==> config.mk <==
export PLATFORM = sky130hd
export DESIGN_NAME = blink_sequencer
export DESIGN_NICKNAME = d
export VERILOG_FILES = /design/src/rtl/blink_sequencer.sv
export SDC_FILE = /design/constraint.sdc
export NUM_CORES = 1
export LEC_CHECK = 0
export ABC_AREA = 1
export CAP_MARGIN = 25
export CORE_MARGIN = 5
export CORE_UTILIZATION = 53
export CTS_BUF_LIST = sky130_fd_sc_hd__clkbuf_2
export CTS_CLUSTER_SIZE = 16
export DETAILED_ROUTE_END_ITERATION = 10
export PLACE_DENSITY = 0.78
export SYNTH_ARGS = -nofsm -noshare
export SYNTH_HDL_FRONTEND = slang
export SYNTH_SLANG_ARGS = --single-unit
==> constraint.sdc <==
create_clock -name clk -period 3.7 [get_ports clk]
set_clock_uncertainty 0.1 [all_clocks]
set_input_delay 0.74 -clock clk [delete_from_list [all_inputs] [get_ports clk]]
set_output_delay 0.74 -clock clk [all_outputs]
set_load 0.01 [all_outputs]
==> src/rtl/blink_sequencer.sv <==
// Steps a programmable clock divider through a small table of blink steps
// (period, high count, repeats), looping or stopping after the last step.
module blink_sequencer #(
  parameter int STEP_BITS   = 2,
  parameter int DIVIDE_BITS = 7,
  parameter int REP_BITS    = 4
) (
  input  logic                   clk,
  input  logic                   rst,
  input  logic                   start,
  input  logic                   stop,
  input  logic                   loop_en,
  input  logic [STEP_BITS-1:0]   last_step,
  input  logic                   wr_en,
  input  logic [STEP_BITS-1:0]   wr_addr,
  input  logic [DIVIDE_BITS-1:0] wr_period,
  input  logic [DIVIDE_BITS-1:0] wr_high,
  input  logic [REP_BITS-1:0]    wr_reps,
  input  logic                   div_wrap,
  output logic                   div_enable,
  output logic                   div_load,
  output logic [DIVIDE_BITS-1:0] div_period,
  output logic [DIVIDE_BITS-1:0] div_high,
  output logic [STEP_BITS-1:0]   step,
  output logic                   busy,
  output logic                   done
);

  localparam int DEPTH = 2 ** STEP_BITS;

  typedef enum logic [1:0] {
    IDLE = 2'd0,
    LOAD = 2'd1,
    RUN  = 2'd2,
    DONE = 2'd3
  } state_t;

  state_t                 state_r;
  logic [DIVIDE_BITS-1:0] period_tbl_r [DEPTH];
  logic [DIVIDE_BITS-1:0] high_tbl_r   [DEPTH];
  logic [REP_BITS-1:0]    reps_tbl_r   [DEPTH];
  logic [REP_BITS-1:0]    reps_r;
  logic [REP_BITS-1:0]    rep_cnt_r;

  logic                   more_reps_s;
  logic                   load_s;
  logic                   finish_s;
  logic [STEP_BITS-1:0]   load_step_s;

  // Step table write port, usable in any state.
  always_ff @(posedge clk or posedge rst) begin
    if (rst) begin
      for (int i = 0; i < DEPTH; i++) begin
        period_tbl_r[i] <= '0;
        high_tbl_r[i]   <= '0;
        reps_tbl_r[i]   <= '0;
      end
    end else if (wr_en) begin
      period_tbl_r[wr_addr] <= wr_period;
      high_tbl_r[wr_addr]   <= wr_high;
      reps_tbl_r[wr_addr]   <= wr_reps;
    end else begin
      period_tbl_r[wr_addr] <= period_tbl_r[wr_addr];
    end
  end

  // Decide whether this cycle enters LOAD (and for which step) or finishes.
  always_comb begin
    more_reps_s = (rep_cnt_r < (reps_r - {{(REP_BITS-1){1'b0}}, 1'b1}));
    load_s      = 1'b0;
    finish_s    = 1'b0;
    load_step_s = '0;
    if (start) begin
      load_s = 1'b1;
    end else if (state_r == RUN && div_wrap && !more_reps_s) begin
      // A step above a lowered last_step falls through to wrap/finish.
      if (step < last_step) begin
        load_s      = 1'b1;
        load_step_s = step + {{(STEP_BITS-1){1'b0}}, 1'b1};
      end else if (loop_en) begin
        load_s = 1'b1;
      end else begin
        finish_s = 1'b1;
      end
    end else begin
      load_s = 1'b0;
    end
  end

  // Sequencer FSM with registered divider controls and status.
  always_ff @(posedge clk or posedge rst) begin
    if (rst) begin
      state_r    <= IDLE;
      step       <= '0;
      rep_cnt_r  <= '0;
      reps_r     <= '0;
      div_enable <= 1'b0;
      div_load   <= 1'b0;
      div_period <= '0;
      div_high   <= '0;
      busy       <= 1'b0;
      done       <= 1'b0;
    end else if (stop) begin
      state_r    <= IDLE;
      step       <= '0;
      rep_cnt_r  <= '0;
      div_enable <= 1'b0;
      div_load   <= 1'b0;
      div_period <= '0;
      div_high   <= '0;
      busy       <= 1'b0;
      done       <= 1'b0;
    end else if (load_s) begin
      state_r    <= LOAD;
      step       <= load_step_s;
      rep_cnt_r  <= '0;
      reps_r     <= (reps_tbl_r[load_step_s] == '0) ? {{(REP_BITS-1){1'b0}}, 1'b1}
                                                    : reps_tbl_r[load_step_s];
      div_period <= period_tbl_r[load_step_s];
      div_high   <= high_tbl_r[load_step_s];
      div_load   <= 1'b1;
      div_enable <= 1'b0;
      busy       <= 1'b1;
      done       <= 1'b0;
    end else if (finish_s) begin
      state_r    <= DONE;
      step       <= last_step;
      div_enable <= 1'b0;
      div_load   <= 1'b0;
      busy       <= 1'b0;
      done       <= 1'b1;
    end else begin
      case (state_r)
        LOAD: begin
          state_r    <= RUN;
          div_load   <= 1'b0;
          div_enable <= 1'b1;
        end
        RUN: begin
          if (div_wrap) begin
            rep_cnt_r <= rep_cnt_r + {{(REP_BITS-1){1'b0}}, 1'b1};
          end else begin
            rep_cnt_r <= rep_cnt_r;
          end
        end
        IDLE, DONE: begin
          state_r <= state_r;
        end
        default: begin
          state_r    <= IDLE;
          div_enable <= 1'b0;
          div_load   <= 1'b0;
          busy       <= 1'b0;
          done       <= 1'b0;
        end
      endcase
    end
  end

endmodule

# After elaboration in Yosys (flattened, before gate mapping)
# Cells that the tools add are included.
# W data, S select, Z words.
dict set report word_totals {
  register_bits 102
  rom_bits 0
  elab_cells 111
  ram_bits 0
  memories 0
  latchBits 0
}
dict set report op_classes {
  bitwise 3
  magnitude_cmp 5
  muxes 63
  div_mod_pow 0
  shifts 0
  eq_ne 3
  n_addsub 3
  n_mul 0
  reduce_logical 12
}
# cell n
set ops {}
lappend ops {{$bwmux W28} 3}
lappend ops {{$mux W7} 11}
lappend ops {{$bmux W7 S2} 3}
lappend ops {{$mux W4} 9}
lappend ops {{$mux W28} 1}
lappend ops {{$mux W1} 22}
lappend ops {{$mux W2} 10}
lappend ops {{$bwmux W16} 1}
lappend ops {{$demux W7 S2} 1}
lappend ops {{$reduce_bool A3 Y1} 3}
lappend ops {{$bmux W4 S2} 1}
lappend ops {{$demux W4 S2} 1}
lappend ops {{$ge A3 B3 Y1 const B} 2}
lappend ops {{$not A2 Y3} 2}
lappend ops {{$add A4 B1 Y4 const B} 1}
lappend ops {{$logic_not A4 Y1} 1}
lappend ops {{$lt A4 B4 Y1} 1}
lappend ops {{$reduce_bool A4 Y1} 1}
lappend ops {{$sub A4 B1 Y4 const B} 1}
lappend ops {{$logic_and A1 B1 Y1} 3}
lappend ops {{$lt A3 B1 Y1 const B} 1}
lappend ops {{$ne A3 B3 Y1 const B} 1}
lappend ops {{$reduce_and A3 Y1} 1}
lappend ops {{$add A2 B1 Y2 const B} 1}
lappend ops {{other kinds (7)} 7}

# Logic depth before layout (Yosys ltp)
# Gate-level depths: netlist of the first run.
dict set report logic_depth {
  word_depth 12
  depth_mapped 17
  ltp_nobuf 16
}

# Least setup slack after synthesis of the first run
# OpenSTA, ideal clock, no wires.
dict set report synth_path {
  kind {input-to-reg}
  start {in last_step[1]}
  end {reg reps_r[0]}
  required_ps 3484
  stages 14
  path_buffers 2
  slack_ps 1558
  t_arrival_ps 1925
  path_cell_list {inv_1 > ha_1 > nand2_1 > nand2_2 > nor2_4 > nand3_2 > buf_6 > buf_6 > nand2_2 > nand3_2 > nand3_2 > nand2_1 > inv_1 > nand2_1}
}
dict set report synth_via {
  elab_chain_cells 10
  elab_cells_between_ends 14
  cone_classes {order compare (1); mux (10); bitwise (1); reduce/logical (2)}
}
# item line_no
set synth_rtl {}
lappend synth_rtl {{start: declaration} 13} ;# input logic [STEP_BITS-1:0] last_step,
lappend synth_rtl {{$lt A2 B2 Y1 (*)} 77} ;# if (step < last_step) begin
lappend synth_rtl {{$mux W2} 77}
lappend synth_rtl {{$mux W2} 75} ;# end else if (state_r == RUN && div_wrap && !more_reps_s) begin
lappend synth_rtl {{$mux W2} 73} ;# if (start) begin
lappend synth_rtl {{$not A2 Y3 (not written as such)} {117, 118}}
lappend synth_rtl {{$bmux W4 S2} {117, 118}}
lappend synth_rtl {{$mux W4 (not written as such) (2 in series)} {117, 118}}
lappend synth_rtl {{$logic_not A4 Y1} 117} ;# reps_r <= (reps_tbl_r[load_step_s] == '0) ? {{(REP_BITS-1){1'b0}}, 1'b1}
lappend synth_rtl {{$mux W4} 117}
lappend synth_rtl {{end signal: assignment} 117}
lappend synth_rtl {{end: declaration} 42} ;# logic [REP_BITS-1:0] reps_r;
# Mark *: on every way between the ends. The rest lies on a longest branch, timed or not. The select of a mux whose other input is x is not followed.
# A chain may end at the register's enable or synchronous reset.

# Final worst setup path of the first run
dict set report layout_path {
  start {reg reps_r[0]}
  end {reg reps_r[0]}
}
dict set report layout_via {
  elab_chain_cells 12
  elab_cells_between_ends 15
  cone_classes {add/sub (1); order compare (1); mux (8); bitwise (1); reduce/logical (4)}
}
# item line_no
set layout_rtl {}
lappend layout_rtl {{$sub A4 B1 Y4 (*)} 69} ;# more_reps_s = (rep_cnt_r < (reps_r - {{(REP_BITS-1){1'b0}}, 1'b1}));
lappend layout_rtl {{$lt A4 B4 Y1 (*)} 69}
lappend layout_rtl {{$logic_not A1 Y1 (*)} 75}
lappend layout_rtl {{$logic_and A1 B1 Y1 (*)} 75}
lappend layout_rtl {{$mux W2} 75}
lappend layout_rtl {{$mux W2} 73}
lappend layout_rtl {{$not A2 Y3 (not written as such)} {117, 118}}
lappend layout_rtl {{$bmux W4 S2} {117, 118}}
lappend layout_rtl {{$mux W4 (not written as such) (2 in series)} {117, 118}}
lappend layout_rtl {{$logic_not A4 Y1} 117}
lappend layout_rtl {{$mux W4} 117}
# Marked as above.

==> reports/metrics.yaml, run 1 <==
outcome:
  status: "completed"
die:
  die_w_um: 106
  die_area_um2: 11300
  start_util: 0.538
  io_pins: 49
  die_h_um: 106
  core-area_um2: 9150
  rows: 35
power:
  vdd_drop_max_v: 0.000214
  powerDensity_nw_per_um2: 431
  p_leak_nw: 2.72
timing:
  drv_slew: 0
  rsz0062_at_grt: "no"
  post-route-min-period_ns: 2.63
  fin_crit_sh: 0.710
  holdWs_ns: 0.410
  fmax_mhz: 380
  tns_ns: 0
  worst_pin_slew_ns: 0.683
  hold_viol: 0
  finalSetupViolCount: 0
  maxSlewHeadroom: 0.543
cts:
  numCtsBuffers: 9
  cts_resized: 0
  clock-sinks: 102
  hold_buffers: 0
  clk_path_buf_depth: 2
  clkLatencyLatePin_ns: 0.57
  cts.clk_slew.worst_paths_ns: 0.25
  cts_setup_buffers: 0
  root_buffer: "clkbuf_2"
  cts_tree: "yes"
  h-tree-depth: 3
yosys:
  ys_ff_latch: 102
  synth.yosys.warnings: 0
  synth_top_area_cell: "dfrtp_1"
  synth_fp_nets: 639
  netlist.area_leader.share: 0.519
  synth_area_leaders: "dfrtp_1 (52%), nand2_1 (16%), o21ai_0 (8.4%)"
  synth.cell_area_um2: 4920
  synth.distinct_cells: 32
  postSynthAreaPerCell_um2: 8.15
  synth_cells: 604
  synth-seq-area-share: 0.519
critical_path:
  start_kind: "register"
  cp-end-kind: "register"
  startpoint: "reps_r[0]$_DFFE_PP0P_"
  rr_worst_depth: 14
  critPathCapture: "reps_r[0]$_DFFE_PP0P_"
  r2r_slack_ns: 1.07
  regToRegStartpoint: "reps_r[0]$_DFFE_PP0P_"
  r2r-end: "reps_r[0]$_DFFE_PP0P_"
  critPathKind: "reg -> reg"
  cp_max_fo: 37
  arrival_ns: 3.05
  cp_data_required_time_ns: 4.12
global_routing:
  grt_pass1_vias: 4041
  antenna_found_initial: 0
  grt_start_max_net_pins: 54
  grt_pass1_wl_mm: 19.1
  gr-usage-all-layers: 0.207
  gr-total-overflow: 0
hold_path:
  hp-class: "reg -> reg"
drt:
  viasPerCell: 5.52
  drt-pass1-iter-count: 5
  vias: 4174
  finalWirelength_mm: 11.4
  post_drt_wl_per_cell_um: 15.1
  drt_iter0_markers: 384
  detail-route-antenna-nets: 0
  drc: 0
cells_and_area:
  n_antenna_cell: 0
  area_growth_pct: 12.5
  fin_nets: 676
  fill_cells: 821
  drive_gt1_frac: 0.0713
placement:
  portBuffers: 48
  place_congestion: 0.925
  hpwl_mm: 7.59
flow_run:
  maxCapViolCount: 0
==> state kept, by name (all words and copies together), names as in the netlist <==
register / count
rep_cnt_r: 4
div_enable: 1
period_tbl_r: 28
div_period: 7
state_r: 2
reps_r: 4
done: 1
high_tbl_r: 28
div_load: 1
step: 2
div_high: 7
reps_tbl_r: 16
busy: 1
==> layout by cell type, fill, tap and decap left out, types with 4 or more instances in the layout <==
cell type	instances
o21ai_0	83
clkbuf_2	9
nand3_2	4
nand2_1	205
clkdlybuf4s50_1	48
nor2_1	22
inv_1	49
nand3_1	37
a21oi_1	10
nand4_1	11
nand2_2	6
o22ai_1	14
inv_2	7
dfrtp_1	102
ha_1	6
==> worst min path at each step <==
stage / end / depth (start not counted) / from / slack [ns]
after floorplan: reps_tbl_r[0]$_DFFE_PP0P_ / 2 / reps_tbl_r[0]$_DFFE_PP0P_ / 0.35
after detailed placement: div_high[2]$_DFFE_PP0P_ / 2 / div_high[2]$_DFFE_PP0P_ / 0.36
final: busy$_DFFE_PP0P_ / 2 / busy$_DFFE_PP0P_ / 0.41
after global routing: reps_tbl_r[5]$_DFFE_PP0P_ / 2 / reps_tbl_r[5]$_DFFE_PP0P_ / 0.44
after CTS: busy$_DFFE_PP0P_ / 2 / busy$_DFFE_PP0P_ / 0.42
after global placement: busy$_DFFE_PP0P_ / 2 / busy$_DFFE_PP0P_ / 0.36
==> routing by layer <==
metal	track usage	up-vias	routed length, um	share of wire
met5	0	-	0	0
met4	0.0675	0	148	0.013
met3	0.0425	15	743	0.065
met2	0.335	159	5340	0.47
met1	0.280	1971	5150	0.45
li1	-	2029	-	-
==> synth_stat cells <==
master       n
buf_1        1
nor3b_2      1
nand2_1    205
buf_6        7
dfrtp_1    102
o21ai_1      2
or2_2        1
nand2_4      3
inv_2        7
o211ai_1     1
nand3_4      1
o2111ai_1    1
nor2_4       1
inv_1       50
xor2_1       1
nand3_2      4
a31oi_1      1
o22ai_1     14
a22oi_1      2
nor2_2       3
nand4_1     11
buf_2        5
o21ai_0     83
nand3_1     37
ha_1         6
clkbuf_1    11
xnor2_1      2
a21oi_1     10
nor3_1       1
nand2_2      6
nor2_1      22
buf_4        2
==> worst max-delay path: stages (launching register included) <==
cell and delay [ns]:
dfrtp_1 0.46, inv_1 0.09, nand3_1 0.10, xor2_1 0.16, ha_1 0.29, a21oi_1 0.25, nand2_4 0.14, nand3_2 0.09
buf_4 0.38, nand2_1 0.12, nand3_1 0.10, nand2_1 0.07, nor2_1 0.11, nand2_1 0.06, nand2_1 0.05
==> layout make-up <==
| class | count | area, um^2 | share of cell area |
|---|---|---|---|
| Sequential cell | 102 | 2550 | 0.461 |
| Multi-Input combinational cell | 419 | 1990 | 0.360 |
| Timing Repair Buffer | 52 | 523 | 0.0945 |
| Inverter | 57 | 216 | 0.0391 |
| Tap cell | 111 | 139 | 0.0251 |
| Clock inverter | 6 | 70.1 | 0.0127 |
| Clock buffer | 9 | 45.0 | 0.00814 |
==> where the power goes <==
group	leakage, nW	total, mW	internal [mW]	switching [mW]
combinational	1.35	0.467	0.201	0.267
clock	0.0683	0.543	0.160	0.383
sequential	1.30	1.37	1.27	0.104
==> cells by family after synthesis <==
family,count (synthesis),synth area share
XOR/XNOR,3,0.00534
adder cells (fa/ha/maj),6,0.0153
flip-flops,102,0.519
AO/OA/AOI/OAI,114,0.122
buffers and inverters,83,0.0768
AND/OR/NAND/NOR,296,0.262
==> stage by stage <==
step | util | cell area [um^2] | instances | total power, mW | setup slack, ns
2_1_floorplan | - | 4920 | 604 | 1.69 | 0.185
6_report | 0.605 | 5540 | 756 | 2.38 | 1.07
3_3_place_gp | 0.592 | 5420 | 741 | 1.83 | 0.699
3_5_place_dp | 0.592 | 5420 | 741 | 1.86 | 0.678
4_1_cts | 0.605 | 5540 | 756 | 2.40 | 1.08
5_1_grt | 0.605 | 5540 | 756 | 2.52 | 0.840
Note: power is estimated with default switching activity, not from simulation.
==> run 2, diff against run 1 <==
--- a/config.mk
+++ b/config.mk
@@ -8,11 +8,11 @@
 export ABC_AREA = 1
 export CAP_MARGIN = 25
 export CORE_MARGIN = 5
-export CORE_UTILIZATION = 53
+export CORE_UTILIZATION = 59
 export CTS_BUF_LIST = sky130_fd_sc_hd__clkbuf_2
 export CTS_CLUSTER_SIZE = 16
 export DETAILED_ROUTE_END_ITERATION = 10
-export PLACE_DENSITY = 0.78
+export PLACE_DENSITY = 0.82
 export SYNTH_ARGS = -nofsm -noshare
 export SYNTH_HDL_FRONTEND = slang
 export SYNTH_SLANG_ARGS = --single-unit
==> constraint.sdc (replaced) <==
create_clock -name clk -period 2.65 [get_ports clk]
set_clock_uncertainty 0.1 [all_clocks]
set_input_delay 0.53 -clock clk [delete_from_list [all_inputs] [get_ports clk]]
set_output_delay 0.53 -clock clk [all_outputs]
set_load 0.01 [all_outputs]
==> run 2 against run 1 <==
  * Clock power grew 51%
  * Worst hold slack got worse by 0.16 ns
  * Non-clock buffer count is 16 higher
==> reports/metrics.yaml, run 2 (synthesized netlist as in run 1, its figures left out) <==
outcome:
  status: "completed"
drt:
  drt_iter0_markers: 342  # -11%
  finalWirelength_mm: 11.7  # +2.5%
  post_drt_wl_per_cell_um: 15.2  # +1.0%
  detail-route-antenna-nets: 0  # unchanged
  viasPerCell: 5.60  # +1.4%
  drc: 0  # unchanged
  vias: 4294  # +2.9%
  drt-pass1-iter-count: 6  # +1
cells_and_area:
  fin_nets: 692  # +2.4%
  utilization: 0.700  # +0.0951
  drive_gt1_frac: 0.0937  # +0.0223
  largestRegisters: "high_tbl_r x28, period_tbl_r x28, reps_tbl_r x16"
  fill_cells: 654  # -20%
  area_growth_pct: 16.3
  n_antenna_cell: 0  # unchanged
  layout_commonest_cell: "nand2_1"
  layout_common_cells: "nand2_1 (205), dfrtp_1 (102), o21ai_0 (83), inv_1 (49), clkdlybuf4s50_1 (48)"
placement:
  place_congestion: 0.888  # -4.0%
  hpwl_mm: 7.97  # +5.0%
  portBuffers: 48  # unchanged
power:
  fin_total_pwr_mw: 3.41  # +43%
  p_clk_frac: 0.240  # +0.012
  powerDensity_nw_per_um2: 597  # +39%
  seqPwrFrac: 0.561  # -0.015
  p_switching_mw: 1.04  # +38%
  vdd_drop_max_v: 0.000334  # +56%
  p_int_mw: 2.38  # +46%
  swShare: 0.304  # -0.0122
  combPwrFrac: 0.199  # +0.003
  p_leak_nw: 2.82  # +3.7%
timing:
  tns_ns: 0  # unchanged
  maxSlewHeadroom: 0.707  # +0.164
  holdWs_ns: 0.246  # -0.164 ns
  drv_slew: 0  # unchanged
  worst_pin_slew_ns: 0.434  # -0.249 ns
  fmax_mhz: 427  # +12%
  rsz0062_at_grt: "no"
  hold_viol: 0  # unchanged
  post-route-min-period_ns: 2.34  # -0.286 ns
  fin_crit_sh: 0.884  # +0.173
  finalSetupViolCount: 0  # unchanged
flow_run:
  maxCapViolCount: 0  # unchanged
die:
  rows: 33  # -5.7%
  io_pins: 49  # unchanged
  start_util: 0.602  # +0.0643
  die_w_um: 101  # -4.7%
  die_h_um: 101  # -4.7%
  core-area_um2: 8180  # -11%
  die_area_um2: 10300  # -9.2%
hold_path:
  hp-class: "in -> async"
cts:
  clkLatencyLatePin_ns: 0.55  # -0.02 ns
  root_buffer: "clkbuf_2"
  numCtsBuffers: 9  # unchanged
  cts.clk_slew.worst_paths_ns: 0.27  # +0.02 ns
  h-tree-depth: 3  # unchanged
  clock-sinks: 102  # unchanged
  cts_tree: "yes"
  clk_path_buf_depth: 2  # unchanged
global_routing:
  grt_pass1_wl_mm: 19.9  # +4.3%
  grt_start_max_net_pins: 66  # +22%
  grt_pass1_vias: 4301  # +6.4%
  antenna_found_initial: 0  # unchanged
  gr-total-overflow: 0  # unchanged
  gr-usage-all-layers: 0.242  # +0.0350
critical_path:
  cp-end-kind: "register"
  arrival_ns: 2.77  # -0.28 ns
  rr_worst_depth: 15  # +1
  cp_max_fo: 9  # -76%
  cp_data_required_time_ns: 3.08  # -1.04 ns
  start_kind: "register"
  critPathKind: "reg -> reg"
==> run 2: layout make-up <==
cell class	count	area (um^2)	area share
Sequential cell	102	2550	0.446
Multi-Input combinational cell	419	1990	0.348
Timing Repair Buffer	68	693	0.121
Inverter	57	218	0.0380
Tap cell	105	131	0.0230
Clock inverter	7	88.8	0.0155
Clock buffer	9	45.0	0.00787
==> run 2: worst max-delay path: stages, from the launching register on <==
cell     delay [ns]
dfrtp_1        0.43
inv_1          0.07
ha_1           0.21
xnor2_1        0.13
ha_1           0.27
nand2_1        0.04
inv_1          0.06
nand2_2        0.07
nand2_4        0.13
nand2_4        0.08
nand2_4        0.10
nand3_4        0.11
inv_2          0.19
buf_4          0.19
nand3_1        0.10
nand2_1        0.07
==> run 2: power groups by stage <==
stage               clock network (mW)  logic, mW  registers, mW
floorplan                            0      0.448           1.91
global placement                     0      0.649           1.93
detailed placement                   0      0.679           1.94
CTS                              0.831      0.681           1.91
global route                     0.895      0.780           1.94
finish                           0.820      0.678           1.92
==> run 2: final timing paths <==
kind / from / to / slack [ns]
setup / recovery: reps_r[0]$_DFFE_PP0P_ / div_high[2]$_DFFE_PP0P_ / 0.31
hold / removal: rst / step[1]$_DFFE_PP0P_ / 0.25
setup reg to reg: reps_r[0]$_DFFE_PP0P_ / div_high[2]$_DFFE_PP0P_ / 0.31
hold reg to reg: busy$_DFFE_PP0P_ / busy$_DFFE_PP0P_ / 0.41
max in group asynchronous: rst / period_tbl_r[15]$_DFFE_PP0P_ / 1.85
min in group clk: busy$_DFFE_PP0P_ / busy$_DFFE_PP0P_ / 0.41
==> run 2: timing repair <==
action / in CTS / in global routing
hold buffers: 0 / 0
gates resized for setup: 0 / 1
setup buffers: 0 / 0
endpoints found under the setup margin: 0 / 4
==> run 2: routing by layer <==
| metal | GRT usage | vias to the layer above | wire length, um |
|---|---|---|---|
| met5 | 0 | - | 0 |
| met4 | 0.0941 | 0 | 272 |
| met3 | 0.0324 | 32 | 692 |
| met2 | 0.390 | 176 | 5590 |
| met1 | 0.335 | 2027 | 5110 |
| li1 | - | 2059 | - |
==> run 2: stage by stage <==
step	std cells	setup WS [ns]	instance area, um^2
CTS	767	0.223	5720
global route	767	0.0270	5720
finish	767	0.308	5720
floorplan	604	0.571	4920
global placement	751	0.130	5590
detailed placement	751	0.126	5590
